**src/rtl/ifetch_unit.sv**
```systemverilog
// Instruction-fetch initiator: issues one-at-a-time ROM requests, buffers returned
// instructions in a prefetch FIFO, and handles branch redirect and response timeout.
module ifetch_unit #(
  parameter int unsigned DEPTH    = 4,
  parameter logic [15:0] RESET_PC = 16'h0000,
  parameter int unsigned TIMEOUT  = 16
) (
  input  logic        clk,
  input  logic        rst,
  output logic [15:0] rom_addr,
  output logic        rom_ready,
  input  logic [15:0] rom_dout,
  input  logic        rom_en_out,
  output logic [15:0] ins,
  output logic        ins_valid,
  input  logic        ins_ack,
  input  logic        redirect,
  input  logic [15:0] redirect_pc,
  output logic        fetch_err
);

  localparam int unsigned AW = (DEPTH > 1) ? $clog2(DEPTH) : 1;
  localparam int unsigned CW = $clog2(DEPTH + 1);
  localparam int unsigned TW = 8;
  localparam logic [TW-1:0] TMAX = TW'(TIMEOUT - 1);

  typedef enum logic [1:0] {
    S_IDLE  = 2'd0,
    S_REQ   = 2'd1,
    S_WAIT  = 2'd2,
    S_DRAIN = 2'd3
  } state_t;

  state_t        r_state, w_state_nxt;
  logic [15:0]   r_pc, w_pc_nxt;
  logic [TW-1:0] r_timer, w_timer_nxt;
  logic          r_err, w_err_nxt;
  logic [15:0]   r_mem [DEPTH];
  logic [AW-1:0] r_wptr, r_rptr;
  logic [CW-1:0] r_count;
  logic          w_push, w_pop, w_full, w_timeout;

  assign w_full    = (r_count == CW'(DEPTH));
  assign w_timeout = (r_timer == TMAX);
  assign w_pop     = ins_ack && (r_count != '0) && !redirect;

  // Next-state logic; redirect overrides the normal transitions last.
  always_comb begin
    w_state_nxt = r_state;
    w_pc_nxt    = r_pc;
    w_timer_nxt = r_timer;
    w_err_nxt   = r_err;
    w_push      = 1'b0;
    case (r_state)
      S_IDLE: begin
        if (!w_full) w_state_nxt = S_REQ;
      end
      S_REQ: begin
        w_timer_nxt = '0;
        w_state_nxt = S_WAIT;
      end
      S_WAIT: begin
        if (rom_en_out) begin
          w_push      = 1'b1;
          w_pc_nxt    = r_pc + 16'd1;
          w_state_nxt = S_IDLE;
        end else if (w_timeout) begin
          w_err_nxt   = 1'b1;
          w_state_nxt = S_REQ;
        end else begin
          w_timer_nxt = r_timer + TW'(1);
        end
      end
      S_DRAIN: begin
        if (rom_en_out) begin
          w_state_nxt = S_IDLE;
        end else if (w_timeout) begin
          w_err_nxt   = 1'b1;
          w_state_nxt = S_IDLE;
        end else begin
          w_timer_nxt = r_timer + TW'(1);
        end
      end
      default: w_state_nxt = S_IDLE;
    endcase

    if (redirect) begin
      w_push   = 1'b0;
      w_pc_nxt = redirect_pc;
      case (r_state)
        S_IDLE: w_state_nxt = S_IDLE;
        // The strobe driven this cycle leaves a response in flight.
        S_REQ:  w_state_nxt = S_DRAIN;
        S_WAIT: begin
          if (rom_en_out) begin
            w_state_nxt = S_IDLE;
          end else begin
            w_state_nxt = S_DRAIN;
            w_timer_nxt = '0;
          end
        end
        default: ;
      endcase
    end
  end

  // Control state registers.
  always_ff @(posedge clk or negedge rst) begin
    if (!rst) begin
      r_state <= S_IDLE;
      r_pc    <= RESET_PC;
      r_timer <= '0;
      r_err   <= 1'b0;
    end else begin
      r_state <= w_state_nxt;
      r_pc    <= w_pc_nxt;
      r_timer <= w_timer_nxt;
      r_err   <= w_err_nxt;
    end
  end

  // Prefetch FIFO pointers and occupancy; redirect flushes.
  always_ff @(posedge clk or negedge rst) begin
    if (!rst) begin
      r_wptr  <= '0;
      r_rptr  <= '0;
      r_count <= '0;
    end else if (redirect) begin
      r_wptr  <= '0;
      r_rptr  <= '0;
      r_count <= '0;
    end else begin
      if (w_push) r_wptr <= r_wptr + AW'(1);
      if (w_pop)  r_rptr <= r_rptr + AW'(1);
      case ({w_push, w_pop})
        2'b10:   r_count <= r_count + CW'(1);
        2'b01:   r_count <= r_count - CW'(1);
        default: ;
      endcase
    end
  end

  always_ff @(posedge clk) begin
    if (w_push) r_mem[r_wptr] <= rom_dout;
  end

  assign rom_addr  = r_pc;
  assign rom_ready = (r_state == S_REQ);
  assign ins_valid = (r_count != '0);
  assign ins       = ins_valid ? r_mem[r_rptr] : 16'h0000;
  assign fetch_err = r_err;

endmodule

```
**config.mk**
```make
export PLATFORM = sky130hd
export DESIGN_NAME = ifetch_unit
export DESIGN_NICKNAME = d
export VERILOG_FILES = /design/src/rtl/ifetch_unit.sv
export SDC_FILE = /design/constraint.sdc
export NUM_CORES = 1
export LEC_CHECK = 0
export CAP_MARGIN = 15
export CELL_PAD_IN_SITES_DETAIL_PLACEMENT = 2
export CELL_PAD_IN_SITES_GLOBAL_PLACEMENT = 2
export CORE_MARGIN = 2
export CORE_UTILIZATION = 35
export CTS_BUF_LIST = sky130_fd_sc_hd__clkbuf_8
export CTS_CLUSTER_DIAMETER = 120
export DETAILED_ROUTE_END_ITERATION = 10
export HOLD_SLACK_MARGIN = 0.05
export PLACE_DENSITY_LB_ADDON = 0.1
export SETUP_SLACK_MARGIN = 0.2
export SYNTH_ARGS = -nofsm -noshare
export SYNTH_HDL_FRONTEND = slang
export SYNTH_SLANG_ARGS = --single-unit
```
**constraint.sdc**
```tcl
create_clock -name clk -period 2.55 [get_ports clk]
set_input_delay 0.255 -clock clk [delete_from_list [all_inputs] [get_ports clk]]
set_output_delay 0.255 -clock clk [all_outputs]
set_load 0.05 [all_outputs]
```
==> impl_metrics.sql <==
INSERT INTO impl_metrics (metric_group, metric, value, unit) VALUES
('sta', 'period_share', '0.880', ''),
('sta', 'finClkSkew', '0.00912', 'ns'),
('sta', 'setup-violations-final', '0', ''),
('clock_network', 'clk-insertion-delay-late', '0.38', 'ns'),
('final_layout', 'antenna-diode-count', '0', ''),
('routing', 'via_count', '2954', ''),
('final_layout', 'num-nets-final', '444', ''),
('critical_path', 'path_max_fanout', '12', ''),
('hold_path', 'timing.hold.worst.class', 'input port to flop', ''),
('routing', 'detailedRoute.firstPassIterationCount', '4', ''),
('yosys', 'synth.ff_latch_count', '98', ''),
('critical_path', 'worstSetupStartpointType', 'flop', ''),
('yosys', 'synth-edff-count', '64', ''),
('routing', 'wl_met2', '5.87', 'mm'),
('routing', 'via_per_inst', '5.13', ''),
('yosys', 'synth_top_cells_by_count', '64 x sky130_fd_sc_hd__edfxtp_1, 34 x sky130_fd_sc_hd__dfrtp_1, 24 x sky130_fd_sc_hd__nand2_1', ''),
('global_route', 'grt_overflow_total', '0', ''),
('global_route', 'largest_net_degree_at_the_start_of_global_routing', '35', ''),
('placed_design', 'dpl_hpwl', '7.95', 'mm'),
('routing', 'met3_length', '413', 'um'),
('routing', 'finalWirelength', '11.2', 'mm'),
('sta', 'rsz_0062_raised_after_global_routing', 'false', ''),
('clock_network', 'cts_htree_levels', '3', ''),
('placed_design', 'finalWeightedCongestion', '0.708', ''),
('global_route', 'wire_length_of_the_first_global_routing_pass', '18.1', 'mm'),
('final_layout', 'signed_area_change_from_the_synthesized_netlist_to_the_final_layout', '23.3', '%'),
('critical_path', 'timing.critical_path.arrival', '1.99', 'ns'),
('sta', 'fmax', '0.446', 'GHz'),
('global_route', 'first_global_vias', '3304', ''),
('clock_network', 'total_cts_buffers', '9', ''),
('routing', 'drc_errors', '0', ''),
('critical_path', 'timing.critical_path.from', 'r_state[1]$_DFF_PN0_', ''),
('yosys', 'syn_avg_cell_area', '14.2', 'sq um'),
('critical_path', 'worstReg2RegStart', 'r_state[1]$_DFF_PN0_', ''),
('outcome', 'status', 'complete, no violations', ''),
('sta', 'final_period_minus_worst_setup_slack', '2.24', 'ns'),
('routing', 'm1WireLength', '4.68', 'mm'),
('routing', 'detail_route.wl_per_cell', '19.4', 'um'),
('sta', 'timing_hold_violations_final', '0', ''),
('sta', 'setup_ws', '0.305', 'ns'),
('yosys', 'yosys.cell_types.count', '52', ''),
('clock_network', 'tritoncts_clock_tree', 'yes', ''),
('yosys', 'yosysTopAreaCellShare', '0.421', ''),
('yosys', 'synth_seq_area_share', '0.607', ''),
('yosys', 'ys_dominant_reg_cell', 'sky130_fd_sc_hd__edfxtp_1', ''),
('yosys', 'netlist_top_cells_area', 'sky130_fd_sc_hd__edfxtp_1 42%, sky130_fd_sc_hd__dfrtp_1 19%, sky130_fd_sc_hd__mux4_2 7.9%', ''),
('yosys', 'synthesis.nets', '365', ''),
('sta', 'max_slew.worst_pin.slew', '0.818', 'ns'),
('routing', 'initialDrtViolationCount', '88', ''),
('routing', 'drt.antenna.violating_nets', '0', ''),
('yosys', 'post-synth-top-area-cell', 'sky130_fd_sc_hd__edfxtp_1', ''),
('job', 'drv.max_cap_violation_count', '0', ''),
('yosys', 'mappedNetlistArea', '0.00457', 'sq mm'),
('floorplanning', 'io_pins', '72', ''),
('pwr', 'max-vdd-ir-drop', '0.326', 'mV'),
('critical_path', 'cp_data_required_time', '2.30', 'ns'),
('placed_design', 'buffer_ports.inserted', '71', ''),
('yosys', 'postSynthCellCount', '321', ''),
('floorplanning', 'initial_utilization', '0.361', ''),
('sta', 'worst_slew_margin_rel', '0.455', ''),
('yosys', 'ys_warn_count', '0', ''),
('floorplanning', 'die_height', '118', 'um'),
('hold_path', 'worstHoldStart', 'redirect', ''),
('clock_network', 'worst_setup_hold_path_clk_slew', '0.09', 'ns'),
('yosys', 'async_flop_share', '0.347', ''),
('pwr', 'powerDensity', '927', 'mW/mm^2'),
('critical_path', 'cp-end-kind', 'primary output', ''),
('floorplanning', 'std_cell_rows', '41', ''),
('global_route', 'antenna_violations_before_repair', '0', ''),
('global_route', 'grt_util_all_layers', '0.167', ''),
('routing', 'highest_layer', 'met4', '');
==> metal layers <==
layer,vias up,GRT usage
met5,-,0
met4,0,0.0625
met3,15,0.0347
met2,57,0.298
met1,1527,0.198
li1,1355,-
==> final timing paths <==
path                                            to  slack [ns]  depth (start not counted)
max                                      rom_ready        0.31                          2
min                        rom_addr[0]$_DFFE_PN0P_        0.21                          2
max reg2reg                 r_count[2]$_DFFE_PN0P_        0.47                          6
min reg2reg                  fetch_err$_DFFE_PN0P_        0.47                          1
max in group asynchronous    r_rptr[0]$_DFFE_PN0P_        1.48                          2
min in group asynchronous     r_state[0]$_DFF_PN0_        0.50                          2
==> cells in the final DEF, fill, tap and decap left out, types with 3 or more instances in the layout <==
cell,Yosys,final
sky130_fd_sc_hd__a22oi_1,6,6
sky130_fd_sc_hd__o21ai_0,19,19
sky130_fd_sc_hd__mux4_2,16,16
sky130_fd_sc_hd__nor3_1,12,12
sky130_fd_sc_hd__dfrtp_1,34,33
sky130_fd_sc_hd__xnor2_1,13,13
sky130_fd_sc_hd__nand4_1,5,5
sky130_fd_sc_hd__xor2_1,6,6
sky130_fd_sc_hd__nor3b_2,0,4
sky130_fd_sc_hd__nor3b_1,7,3
sky130_fd_sc_hd__nor2_1,14,14
sky130_fd_sc_hd__and2_1,17,17
sky130_fd_sc_hd__clkdlybuf4s50_1,0,52
sky130_fd_sc_hd__edfxtp_1,64,64
sky130_fd_sc_hd__buf_4,3,27
sky130_fd_sc_hd__a21oi_1,3,3
sky130_fd_sc_hd__nand2_1,24,24
sky130_fd_sc_hd__mux2i_1,8,8
sky130_fd_sc_hd__ha_1,6,6
sky130_fd_sc_hd__nor2b_1,5,5
sky130_fd_sc_hd__nand3_1,6,6
sky130_fd_sc_hd__inv_1,7,8
sky130_fd_sc_hd__clkbuf_8,2,9
==> worst max-delay path, cell delays in order (launching register included) <==
cell and delay [ns]:
sky130_fd_sc_hd__dfrtp_1 0.57, sky130_fd_sc_hd__nor2b_1 0.21, sky130_fd_sc_hd__clkdlybuf4s50_1 0.83
==> cell families (layout without fill, tap and decap cells) <==
| kind of cell | count (synthesis) | count (layout) | synth area share |
|---|---|---|---|
| AND/OR/NAND/NOR | 107 | 107 | 0.145 |
| flip-flops | 98 | 98 | 0.607 |
| AO/OA/AOI/OAI | 42 | 42 | 0.0613 |
| multiplexers | 25 | 25 | 0.0989 |
| buffers and inverters | 23 | 106 | 0.0312 |
| XOR/XNOR | 19 | 19 | 0.0364 |
| adder cells (fa/ha/maj) | 7 | 7 | 0.0208 |
==> sequential cells by signal, summed over array words and instances, names as in the netlist <==
| name | flops |
|---|---|
| r_mem | 64 |
| rom_addr | 16 |
| r_rptr | 2 |
| r_state | 2 |
| r_wptr | 2 |
| r_timer | 8 |
| r_count | 3 |
| fetch_err | 1 |
==> report_power, final <==
group	switching (uW)	total, uW	leakage, uW	internal [uW]
Sequential	220	2060	0.00101	1840
Combinational	1390	2260	0.000948	864
Clock	553	907	0.0000884	354
==> stage by stage <==
| step | utilization | hold WS [ns] | power, uW | std cells | instance area, sq um |
|---|---|---|---|---|---|
| finish | 0.445 | 0.212 | 5220 | 576 | 5630 |
| global route | 0.445 | 0.256 | 5500 | 576 | 5630 |
| CTS | 0.444 | 0.203 | 5320 | 576 | 5630 |
| detailed placement | 0.430 | 0.406 | 4380 | 560 | 5450 |
| global placement | 0.430 | 0.420 | 4320 | 560 | 5450 |
| floorplan | - | -0.0406 | 3640 | 321 | 4570 |
==> cell type report <==
| cell class | count | area [sq um] |
|---|---|---|
| inverter | 7 | 26.3 |
| clock inverter | 6 | 45.0 |
| tap | 172 | 215 |
| multi-input combinational | 200 | 1670 |
| fill | 1283 | 7040 |
| sequential | 98 | 2770 |
| timing repair buffer | 84 | 776 |
| clock buffer | 9 | 124 |
==> repair_timing <==
item / CTS / global route
gates resized for setup: 1 / 1
setup endpoints to repair: 12 / 1
hold buffers: 1 / 0
endpoints found under the hold margin: 34 / 0
(Power assumes the default switching activity.)
